===== config.mk =====
export PLATFORM = sky130hd
export DESIGN_NAME = csr_hazard_ctrl
export DESIGN_NICKNAME = d
export VERILOG_FILES = /design/src/rtl/csr_hazard_ctrl.sv
export SDC_FILE = /design/constraint.sdc
export NUM_CORES = 1
export LEC_CHECK = 0
export CAP_MARGIN = 20
export CORE_MARGIN = 2
export CORE_UTILIZATION = 50
export CTS_BUF_LIST = sky130_fd_sc_hd__clkbuf_8 sky130_fd_sc_hd__clkbuf_16
export CTS_CLUSTER_DIAMETER = 50
export CTS_CLUSTER_SIZE = 10
export DETAILED_ROUTE_END_ITERATION = 7
export PLACE_DENSITY = 0.78
export SLEW_MARGIN = 20
export SYNTH_ARGS = -nofsm -noshare
export SYNTH_HDL_FRONTEND = slang
export SYNTH_SLANG_ARGS = --single-unit

===== constraint.sdc =====
create_clock -name clk -period 3.5 [get_ports clk]
set_clock_uncertainty 0.05 [all_clocks]
set_input_delay 0.35 -clock clk [delete_from_list [all_inputs] [get_ports clk]]
set_output_delay 0.35 -clock clk [all_outputs]
set_load 0.02 [all_outputs]

===== src/rtl/csr_hazard_ctrl.sv =====
// CSR-path pipeline controller: in-flight CSR write scoreboard (EX/MEM/WB), RAW stall,
// serializing-CSR drain/refetch, trap flush. Optional CSR_FWD_EN enables MEM/WB forwarding.
module csr_hazard_ctrl #(
  parameter logic [11:0] SER_ADDR0 = 12'h300,
  parameter logic [11:0] SER_ADDR1 = 12'h305,
  parameter logic [11:0] SER_ADDR2 = 12'h180,
  parameter int          CNT_W     = 16
) (
  input  logic             clk,
  input  logic             rst_n,
  input  logic             csr_rd_D,
  input  logic             csr_wr_D,
  input  logic [11:0]      csr_addr_D,
  input  logic             mem_stall,
  input  logic             trap_M,
  output logic             bubbleF,
  output logic             bubbleD,
  output logic             bubbleE,
  output logic             bubbleM,
  output logic             bubbleW,
  output logic             flushD,
  output logic             flushE,
  output logic             flushM,
  output logic             flushW,
  output logic [1:0]       fwd_sel_D,
  output logic [CNT_W-1:0] stall_cnt
);

  // state   | meaning
  // IDLE    | normal issue, RAW checks active
  // DRAIN   | serializing write in flight, ID held until it retires from WB
  // REFETCH | one cycle: discard the stale instruction in ID
  typedef enum logic [1:0] {IDLE, DRAIN, REFETCH} state_t;

  state_t      state_q, state_d;
  logic        e_v, m_v, w_v;
  logic [11:0] e_addr, m_addr, w_addr, ser_addr_q;
  logic        raw_e, raw_m, raw_w, raw, is_ser;
  logic        id_hold, count, enter;
  logic [1:0]  fwd;

  always_comb begin
    raw_e  = csr_rd_D && e_v && (e_addr == csr_addr_D);
    raw_m  = csr_rd_D && m_v && (m_addr == csr_addr_D);
    raw_w  = csr_rd_D && w_v && (w_addr == csr_addr_D);
    is_ser = (csr_addr_D == SER_ADDR0) || (csr_addr_D == SER_ADDR1) ||
             (csr_addr_D == SER_ADDR2);
`ifdef CSR_FWD_EN
    raw = raw_e;
    fwd = raw_m ? 2'd1 : (raw_w ? 2'd2 : 2'd0);
`else
    raw = raw_e || raw_m || raw_w;
    fwd = 2'd0;
`endif
  end

  always_comb begin
    bubbleF = 1'b0; bubbleD = 1'b0; bubbleE = 1'b0; bubbleM = 1'b0; bubbleW = 1'b0;
    flushD  = 1'b0; flushE  = 1'b0; flushM  = 1'b0; flushW  = 1'b0;
    fwd_sel_D = 2'd0;
    state_d = state_q;
    id_hold = 1'b0;
    count   = 1'b0;
    enter   = 1'b0;
    if (rst_n) begin
      fwd_sel_D = fwd;
      if (trap_M) begin
        flushD = 1'b1; flushE = 1'b1; flushM = 1'b1;
        state_d = IDLE;
      end else if (mem_stall) begin
        bubbleF = 1'b1; bubbleD = 1'b1; bubbleE = 1'b1; bubbleM = 1'b1; bubbleW = 1'b1;
      end else begin
        case (state_q)
          DRAIN: begin
            // A coincident RAW match is already covered by this stall: one count.
            bubbleF = 1'b1; bubbleD = 1'b1; flushE = 1'b1;
            id_hold = 1'b1;
            count   = 1'b1;
            if (w_v && (w_addr == ser_addr_q)) state_d = REFETCH;
          end
          REFETCH: begin
            flushD  = 1'b1;
            id_hold = 1'b1;
            state_d = IDLE;
          end
          default: begin
            if (raw) begin
              bubbleF = 1'b1; bubbleD = 1'b1; flushE = 1'b1;
              id_hold = 1'b1;
              count   = 1'b1;
            end else if (csr_wr_D && is_ser) begin
              state_d = DRAIN;
              enter   = 1'b1;
            end
          end
        endcase
      end
    end
  end

  always_ff @(posedge clk or negedge rst_n) begin
    if (!rst_n) begin
      state_q    <= IDLE;
      e_v        <= 1'b0; e_addr <= 12'h0;
      m_v        <= 1'b0; m_addr <= 12'h0;
      w_v        <= 1'b0; w_addr <= 12'h0;
      ser_addr_q <= 12'h0;
      stall_cnt  <= '0;
    end else if (trap_M) begin
      state_q <= IDLE;
      e_v     <= 1'b0;
      m_v     <= 1'b0;
      w_v     <= m_v;
      w_addr  <= m_addr;
    end else if (!mem_stall) begin
      state_q <= state_d;
      w_v     <= m_v;   w_addr <= m_addr;
      m_v     <= e_v;   m_addr <= e_addr;
      e_v     <= id_hold ? 1'b0 : csr_wr_D;
      e_addr  <= id_hold ? 12'h0 : csr_addr_D;
      if (enter) ser_addr_q <= csr_addr_D;
      if (count && (stall_cnt != {CNT_W{1'b1}}))
        stall_cnt <= stall_cnt + {{(CNT_W-1){1'b0}}, 1'b1};
    end
  end

endmodule


==> run metrics <==
status=complete, no violations; Starting Density=52.31%; final wirelength=7676 microns; achievable clock frequency=307.2 MHz; CTS tree=built; CTS H-tree lvls=3; # rows=30; core area=0.006869 sq mm; Tot GR Track Use=22.17%; CTS Sinks=69; mapped cell area=0.003593 sq mm; slowest cell delay on critical path=620 ps; setup ws final=244.7 ps; via-per-instance ratio=5.284; relative slew slack=55.57%; Max-Cap Viols=0; antenna viol nets, final=0; Crit path max-delay family=buffers and inverters; final non-filler cell total=476; grt ovf=0; post-synthesis sequential area ratio=48.05%; nets=398; syn avg cell area=10.69 sq um; Max Slew Vio Count=0; largest net degree at the start of global routing=43; crit end category=primary output; final worst path period need=3255 ps; synthesized flop and latch total=69; TritonCTS buffer count=9; CP startpoint kind=input port; layout cells sized above 1=12.37%; die area=0.007881 sq mm; per-cell routed wire length=16.13 microns; Clock Pin Slew Worst Setup and Hold Paths=70 ps; pwr/cell area=426.4 mW/mm^2; Die H=88.78 microns; FFs w/ async S/R, synth=100.0%; io pins=45; die width=88.78 microns; leakage power=1.921 nW; Post-synth EDFFs=0; most frequent cells in the layout=dfrtp_1, nand2_1, xnor2_1, clkdlybuf4s50_1, xor2_1; actual slew at the worst max-slew pin=666.5 ps; Critical-path top delay cell=clkdlybuf4s50_1; Critical Path Fanout Max=5; final-report setup violation count=0; DRC Markers=0; vias in the first global route=2,487; crit path DAT=2860 ps; RSZ-0062 raised after global routing=no; DR vias=2,515; critical-path cell list=clkdlybuf4s50_1 -> xnor2_1 -> nand4_1 -> or4_1 -> nand4_4 -> nand2_1 -> o21bai_1 -> clkdlybuf4s50_1; HP Class=reg2reg; latest clock arrival within the worst-skew pair=350 ps; synth unique cells=44; filler cell count=586; Layout area overhead=18.25%; most common cell after layout, fill and taps aside=dfrtp_1; antenna violations before repair=0; RD Place Congestion=0.8589; Worst IR Drop VDD=286.7 uV; fin crit share=93.01%; critical path required time=3100 ps; Post-synth top flop=dfrtp_1; Root Driver=clkbuf_8; Port Buffers=41; DP HPWL=5573 microns; worst setup path class=in2out; final hold vios=0; initial drt markers=140; Syn Inst Count=336; Place WS=-70.44 ps; first-pass GRT wire length=12,840 microns; Ant. Diodes=0; WP buf/inv=2; Tot Pwr=0.001812 W; drt first pass iters=4; placed cells=460; most used cell, CP=clkdlybuf4s50_1; Synth warnings=0; Max clock buf depth=2
final timing paths:
kind                                from       endpoint  slack [ps]  cells after the start
min                        ser_addr_q[8]  ser_addr_q[8]         440                      1
max                        csr_addr_D[7]         flushE         240                      8
max reg2reg                    m_addr[7]  ser_addr_q[0]        1020                      7
min reg2reg                ser_addr_q[8]  ser_addr_q[8]         440                      1
min in group asynchronous          rst_n     m_addr[11]         460                      2
max in group asynchronous          rst_n     w_addr[10]        2090                      3
flip-flops by register name, indices dropped and copies added, names as in the netlist:
| name | cells |
|---|---|
| e_addr | 12 |
| e_v | 1 |
| state_q | 2 |
| m_v | 1 |
| stall_cnt | 16 |
| w_addr | 12 |
| w_v | 1 |
| ser_addr_q | 12 |
| m_addr | 12 |
where the power goes:
| part | internal [W] | switching (W) | total [W] |
|---|---|---|---|
| Sequential | 0.000865 | 0.0000780 | 0.000943 |
| Clock | 0.000305 | 0.000281 | 0.000586 |
| Combinational | 0.000147 | 0.000136 | 0.000283 |
| Total | 0.00132 | 0.000494 | 0.00181 |
synth_stat cells (2+ instances only):
cell type,count,area share [%]
mux2i_1,2,0.56
mux2_4,2,0.84
nor2_1,8,0.84
nor2b_1,2,0.35
a31oi_1,2,0.35
xor2_1,20,4.9
nand2_1,47,4.9
nor3_1,4,0.56
or2_2,2,0.35
nand2b_1,3,0.52
and3_1,4,0.70
nor4_1,4,0.70
nand4_1,12,2.1
xnor2_1,44,11
a21oi_1,2,0.28
or4_1,2,0.42
inv_1,3,0.31
ha_1,4,1.4
clkbuf_1,7,0.73
nand4b_1,4,0.97
nor3b_1,2,0.42
dfrtp_1,69,48
buf_4,8,1.7
a22o_1,13,3.2
clkbuf_2,3,0.42
nand3_1,15,2.1
mux2_2,15,4.7
buf_2,6,0.84
and2_1,12,2.1
layer usage:
layer | global-route usage [%] | wire length [microns]
met3 | 4.757 | 331
met5 | 0 | 0
met2 | 33.04 | 3557
met1 | 31.84 | 3631
met4 | 8.540 | 155
area by class of cell:
class	count	area (sq um)	area share, %
clock buffer	12	165.2	3.887
clock inverter	3	12.51	0.2945
inverter	3	11.26	0.2650
multi-input combinational	241	1720	40.49
sequential	69	1727	40.64
tap	96	120.1	2.827
timing repair buffer	52	493.0	11.60
kinds of logic after synthesis:
family / count (synthesis) / synth area share (%)
buffers and inverters: 28 / 4.283
XOR/XNOR: 64 / 15.60
other: 1 / 0.1044
multiplexers: 20 / 6.407
adder cells (fa/ha/maj): 4 / 1.393
flip-flops: 69 / 48.05
AO/OA/AOI/OAI: 23 / 5.084
AND/OR/NAND/NOR: 127 / 19.08
per-stage QoR:
step                      setup TNS [ps]  instance area [sq um]  hold WS (ps)  utilization (%)
final                                  0                   4249         443.4            61.86
after global placement            -56.94                   4061         304.0            59.13
after global routing                   0                   4249         476.8            61.86
after CTS                              0                   4247         445.1            61.82
after floorplan                        0                   3601         4.409                -
after detailed placement          -130.2                   4061         308.4            59.13
what timing repair did:
item / CTS / global route
endpoints found under the setup margin: 2 / 1
buffers inserted: 0 / 0
endpoints found under the hold margin: 35 / 0
gates resized for setup: 2 / 1
hold buffers: 1 / 0
worst reg2reg max path, stage by stage, from the launching register on:
cell and delay, ps:
dfrtp_1 410, xnor2_1 220, nand4_1 130, or4_1 580
nand4_4 140, buf_4 230, or3b_4 260, mux2_2 350
Note: power is estimated with default switching activity, not from simulation.
